**src/rtl/regfile_mp_sb.sv**
```systemverilog
// Multi-port integer register file with x0 hardwired to zero, write-port
// arbitration with collision reporting, optional write-to-read bypass and a
// per-register pending scoreboard for hazard detection.
//
// Ports:
//   clk, rst_n   clock, asynchronous active-low reset
//   RADDR/RDATA  NUM_RD packed read ports (RDATA combinational)
//   RBUSY        pending flag of each read address (combinational)
//   WE/WADDR/WDATA  NUM_WR packed write ports; lowest port wins per address
//   RSV_EN/RSV_ADDR reserve a destination register (set its pending bit)
//   WCOLL        registered; bit j pulses one cycle after port j lost
module regfile_mp_sb #(
    parameter int unsigned ADDR_WIDTH = 5,
    parameter int unsigned DATA_WIDTH = 32,
    parameter int unsigned NUM_RD     = 4,
    parameter int unsigned NUM_WR     = 2,
    parameter bit          BYPASS     = 1'b1
) (
    input  logic                           clk,
    input  logic                           rst_n,
    input  logic [NUM_RD*ADDR_WIDTH-1:0]   RADDR,
    output logic [NUM_RD*DATA_WIDTH-1:0]   RDATA,
    output logic [NUM_RD-1:0]              RBUSY,
    input  logic [NUM_WR-1:0]              WE,
    input  logic [NUM_WR*ADDR_WIDTH-1:0]   WADDR,
    input  logic [NUM_WR*DATA_WIDTH-1:0]   WDATA,
    input  logic                           RSV_EN,
    input  logic [ADDR_WIDTH-1:0]          RSV_ADDR,
    output logic [NUM_WR-1:0]              WCOLL
);

    localparam int unsigned DEPTH = 2 ** ADDR_WIDTH;

    logic [DATA_WIDTH-1:0] mem [DEPTH];
    logic [DEPTH-1:0]      pend;
    logic [DEPTH-1:0]      pend_nxt;

    logic [ADDR_WIDTH-1:0] waddr [NUM_WR];
    logic [DATA_WIDTH-1:0] wdata [NUM_WR];
    logic [NUM_WR-1:0]     wact;
    logic [NUM_WR-1:0]     win;
    logic [NUM_WR-1:0]     lose;

    // Unpack write ports and arbitrate: a port loses if any lower active port
    // targets the same nonzero address. Writes to x0 are neither active nor lost.
    always_comb begin
        wact = '0;
        win  = '0;
        lose = '0;
        for (int unsigned j = 0; j < NUM_WR; j++) begin
            waddr[j] = WADDR[j*ADDR_WIDTH +: ADDR_WIDTH];
            wdata[j] = WDATA[j*DATA_WIDTH +: DATA_WIDTH];
            wact[j]  = WE[j] && (waddr[j] != '0);
        end
        win = wact;
        for (int unsigned j = 1; j < NUM_WR; j++) begin
            for (int unsigned k = 0; k < j; k++) begin
                if (wact[k] && wact[j] && (waddr[k] == waddr[j])) begin
                    win[j]  = 1'b0;
                    lose[j] = 1'b1;
                end
            end
        end
    end

    // Scoreboard update: writes clear, a reservation applied last so the new
    // producer wins when the same register is reserved and written together.
    always_comb begin
        pend_nxt = pend;
        for (int unsigned j = 0; j < NUM_WR; j++) begin
            if (wact[j]) begin
                pend_nxt[waddr[j]] = 1'b0;
            end
        end
        if (RSV_EN && (RSV_ADDR != '0)) begin
            pend_nxt[RSV_ADDR] = 1'b1;
        end
    end

    // Storage, scoreboard and collision flags.
    always_ff @(posedge clk or negedge rst_n) begin
        if (!rst_n) begin
            for (int unsigned i = 0; i < DEPTH; i++) begin
                mem[i] <= '0;
            end
            pend  <= '0;
            WCOLL <= '0;
        end else begin
            for (int unsigned j = 0; j < NUM_WR; j++) begin
                if (win[j]) begin
                    mem[waddr[j]] <= wdata[j];
                end
            end
            pend  <= pend_nxt;
            WCOLL <= lose;
        end
    end

    // Read ports: storage value, optionally overridden by this cycle's winning
    // write. Winners are unique per address, so at most one bypass hit exists.
    for (genvar i = 0; i < NUM_RD; i++) begin : g_rd
        logic [ADDR_WIDTH-1:0] ra;
        logic                  byp_hit;
        logic [DATA_WIDTH-1:0] byp_data;

        assign ra = RADDR[i*ADDR_WIDTH +: ADDR_WIDTH];

        always_comb begin
            byp_hit  = 1'b0;
            byp_data = '0;
            if (BYPASS) begin
                for (int unsigned j = 0; j < NUM_WR; j++) begin
                    if (win[j] && (waddr[j] == ra)) begin
                        byp_hit  = 1'b1;
                        byp_data = wdata[j];
                    end
                end
            end
        end

        // Gated by rst_n so a write presented during reset never leaks through.
        assign RDATA[i*DATA_WIDTH +: DATA_WIDTH] =
            (!rst_n || (ra == '0)) ? '0 : (byp_hit ? byp_data : mem[ra]);
        assign RBUSY[i] = rst_n && (ra != '0) && !byp_hit && pend[ra];
    end

endmodule

```
**config.mk**
```make
export PLATFORM = sky130hd
export DESIGN_NAME = regfile_mp_sb
export DESIGN_NICKNAME = d
export VERILOG_FILES = /design/src/rtl/regfile_mp_sb.sv
export SDC_FILE = /design/constraint.sdc
export NUM_CORES = 2
export LEC_CHECK = 0
export ABC_AREA = 0
export ABC_CLOCK_PERIOD_IN_PS = 3300
export BUFFER_PORTS_ARGS = -buffer_cell sky130_fd_sc_hd__buf_2
export CORE_MARGIN = 2
export CORE_UTILIZATION = 45
export DETAILED_ROUTE_END_ITERATION = 16
export SYNTH_ARGS = -nofsm -noshare
export SYNTH_HDL_FRONTEND = slang
export SYNTH_SLANG_ARGS = --single-unit
```
**constraint.sdc**
```tcl
create_clock -name clk -period 3.3 [get_ports clk]
set_input_delay 0 -clock clk [delete_from_list [all_inputs] [get_ports clk]]
set_output_delay 0 -clock clk [all_outputs]
set_load 0.1 [all_outputs]
```
==> results_tabular.tex <==
\begin{tabular}{lr}
\hline
Metric & Value \\
\hline
\multicolumn{2}{l}{\textbf{Status}} \\
Outcome & finished with violations \\
Violations in the final reports & setup timing \\
\multicolumn{2}{l}{\textbf{Synth}} \\
Number of distinct standard cells referenced by the synthesized netlist & 60 \\
Main combinational cell family by area after synthesis & multiplexers \\
Most used standard cells in the synthesized netlist & mux4\_2 (1,061), dfrtp\_1 (1,057), mux2i\_1 (995) \\
Fraction of synthesized cell area in xor and xnor cells & 0.00467 \\
Top-area cell type share of the netlist area & 0.313 \\
Prevailing post-synth register cell & dfrtp\_1 \\
Arithmetic-cell share of the synthesized area counting full adders, half adders and majority gates & 0 \\
Share of synthesized flip-flops with an asynchronous set or reset & 1.00 \\
Fraction of the yosys area taken by sequential cells & 0.313 \\
Synth top area cells & dfrtp\_1 (31\%), mux4\_2 (28\%), mux2i\_1 (12\%) \\
Synth Cell Area & 84,400 um\^{}2 \\
Synth Register Bits & roughly 1,100 \\
Cell count after synthesis & $\sim$7,700 \\
Area share of and/or/nand/nor cells after synthesis & 0.0797 \\
Count leader, synth & mux4\_2 \\
Leading area contributor after synthesis & dfrtp\_1 \\
Synth warnings & 0 \\
Net Count, Synth & 7,783 \\
Number of flops mapped to enable cells by yosys & 0 \\
Post-Syn Area per Cell & between 10 and 15 um\^{}2 \\
Area fraction in compound gates after synthesis & 0.136 \\
Fraction of synthesized area in multiplexers & 0.418 \\
\multicolumn{2}{l}{\textbf{Run}} \\
Max-cap violations & 0 \\
\multicolumn{2}{l}{\textbf{Routing}} \\
First-pass iteration count of the detailed router & 6 \\
Total DRC errors in the routed layout & 0 \\
WL per Instance & between 40 and 50 um \\
Post-route antenna net violation count & 0 \\
Detailed-route wire length & approximately 400 mm \\
Via Count & roughly 75,000 \\
Detail-routed via count per cell & roughly 7.4 \\
Violation count after the first detailed-routing iteration & $\sim$11,000 \\
\multicolumn{2}{l}{\textbf{Die}} \\
Die height & 437 um \\
Die footprint & between 150,000 and 200,000 um\^{}2 \\
Row Count & around 160 \\
Initial cell density of the core & 0.454 \\
X dimension of the die & 437 um \\
I/O Pins & 238 \\
Core ar. & roughly 190,000 um\^{}2 \\
\multicolumn{2}{l}{\textbf{STA}} \\
Final worst hold slack & roughly 0.06 ns \\
Clock period minus worst slack & roughly 3.3 ns \\
Clock Skew & 0 ns \\
Setup\_tns & -0.0218 ns \\
Number of endpoints with negative hold slack in the final report & 0 \\
Rel. slew slack & 0.0852 \\
Setup WS post-layout & -0.0218 ns \\
Fmax achieved & 0.301 GHz \\
RSZ-0062 raised after global routing & false \\
Tcrit/Tclk final & 1.01 \\
Slew at the pin closest to its max-slew limit & about 1.4 ns \\
Fin. max-slew vios & 0 \\
Total setup violations reported at the end of the flow & 1 \\
\multicolumn{2}{l}{\textbf{Placement}} \\
Post-placement cell count & 9,820 \\
Detailed placement HPWL & around 260 mm \\
Final weighted congestion in routability-driven placement & approximately 1.0 \\
Port Buf Inserts & 236 \\
Cell area reported after detailed placement & between 90,000 and 100,000 um\^{}2 \\
\multicolumn{2}{l}{\textbf{Setup path}} \\
Data required time at the worst endpoint & between 3 and 4 ns \\
Setup CP Type & register to primary output \\
Worst path max stage delay & 0.80 ns \\
Worst setup EP type & primary output \\
Data arrival time of the critical path & 3.32 ns \\
Max FO, Critical Path & 5 \\
Slowest cell on the critical path & a221oi\_1 \\
Critical path cell sequence & mux4\_2, a22o\_1, a221oi\_1, a211oi\_2, buf\_4, buf\_12 \\
Type of origin of the critical path & register \\
\multicolumn{2}{l}{\textbf{Clocking}} \\
Master cell of the clock root buffer & clkbuf\_16 \\
CTS max path bufs & 3 \\
Clock-pin slew on the worst setup and hold paths & $\sim$0.060 ns \\
Clock network latency to the later pin of the worst-skew pair & around 0.75 ns \\
\# clock sinks & approximately 1,100 \\
Clock tree from TritonCTS & done \\
Number of buffers created by CTS & 121 \\
Maximum level of the CTS H-tree & 3 \\
\multicolumn{2}{l}{\textbf{Finish}} \\
Area added between synthesis and finish & 17.0\% \\
Final Instance Area & 98,700 um\^{}2 \\
Share of cells above drive strength 1 & 0.304 \\
Non-filler instance count after layout & approximately 10,000 \\
Nets@finish & between 7,000 and 8,000 \\
Multi-input gate area & 55,600 um\^{}2 \\
Sequential cell area & 26,500 um\^{}2 \\
Fill cell total of the finished layout & around 16,000 \\
\multicolumn{2}{l}{\textbf{Power and ir drop}} \\
Switching Power & $\sim$23 mW \\
Static leakage power & between 40 and 50 nW \\
Sw Share & 0.380 \\
Reg power frac & 0.348 \\
Total power per unit cell area & 603 nW/um\^{}2 \\
Worst IR drop on VDD & around 500 uV \\
Comb pwr share & 0.401 \\
Total internal power & 36.9 mW \\
Clock network fraction of total power & 0.251 \\
\multicolumn{2}{l}{\textbf{Worst hold path}} \\
Classification of the worst-slack hold path & input pin to register \\
\multicolumn{2}{l}{\textbf{Global routing}} \\
Wire length of the first global-routing pass & 574 mm \\
Maximum number of pins on one net before global-route repair & 152 \\
Overall global routing resource usage & 0.423 \\
Initial antenna violation count & 14 \\
Grt ovf & 0 \\
Via count of the first global-routing pass & approximately 70,000 \\
\hline
\end{tabular}
-- critical path, delay by kind of cell (launching register included) --
family                 cells  cell delay (ns)
AO/OA/AOI/OAI              3             1.23
buffers and inverters      2             0.40
multiplexers               1             0.49
flip-flops                 1             0.41
-- routing by layer --
| layer | vias up | wire length (um) | global-route usage | part of all wire |
|---|---|---|---|---|
| met5 | - | 48 | 0.00176 | 0.00012 |
| met4 | 6 | 41100 | 0.344 | 0.10 |
| met3 | 1811 | 58300 | 0.161 | 0.14 |
| met2 | 6211 | 174000 | 0.606 | 0.42 |
| met1 | 37400 | 136000 | 0.505 | 0.33 |
| li1 | 29400 | - | - | - |
-- flip-flops by register name, indices dropped and copies added, names as in the netlist --
name and cells:
mem 1024, WCOLL 1, pend 32
-- kinds of logic after synthesis --
group                  after synthesis
multiplexers                      2179
AO/OA/AOI/OAI                     1711
AND/OR/NAND/NOR                   1644
flip-flops                        1057
buffers and inverters             1042
XOR/XNOR                            45
other                                1
-- layout make-up --
type	instances	area share
Multi-Input combinational cell	5580	0.563
Sequential cell	1057	0.268
Timing Repair Buffer	819	0.0931
Clock buffer	166	0.0361
Tap cell	2480	0.0314
Clock inverter	61	0.00769
Inverter	7	0.000279
Antenna cell	9	0.000228
-- power groups by stage --
stage               Combinational, mW  Clock (mW)  Sequential [mW]
floorplan                        16.0           0             19.3
global placement                 22.6           0             20.3
detailed placement               22.9           0             20.7
CTS                              23.2        15.0             20.5
global route                     24.7        15.5             21.3
finish                           23.8        15.0             20.7
-- cell usage in the layout, fill, tap and decap left out, types with 30 or more instances in the layout --
master	count
mux4_2	1061
dfrtp_1	1057
mux2i_1	995
nor2_1	925
a21oi_1	781
nand2_1	470
buf_4	371
o221ai_1	240
buf_12	229
o21ai_0	221
clkbuf_16	124
mux2_2	123
a31oi_1	122
dlygate4sd3_1	119
o22a_1	117
a221oi_4	99
buf_2	87
nand3_1	49
xnor2_1	31
clkbuf_8	31
nand2_4	30
-- metrics by stage --
step,utilization,power (mW),worst slack (ns)
3_5_place_dp,0.501,43.6,0.0204
5_1_grt,0.531,61.5,0.0287
2_1_floorplan,-,35.3,-0.919
6_report,0.531,59.5,-0.0218
4_1_cts,0.531,58.7,0.00399
3_3_place_gp,0.501,42.9,0.0744
-- what timing repair did --
item	4_1_cts	5_1_grt
hold buffers	120	0
setup buffers	0	3
endpoints found under the hold margin	1211	0
endpoints found under the setup margin	0	31
resized for setup	0	8
-- path summary, 6_finish.rpt --
check | startpoint | to | slack [ns] | cells after the start
setup / recovery | mem[84] | RDATA[52] | -0.02 | 6
hold / removal | WADDR[9] | pend[31] | 0.06 | 4
setup reg to reg | mem[695] | mem[695] | 1.87 | 3
hold reg to reg | mem[1005] | mem[1005] | 0.43 | 0
max in group asynchronous | rst_n | mem[389] | 1.25 | 5
min in group asynchronous | rst_n | mem[929] | 0.49 | 4
Power figures use the tool's default switching activity.
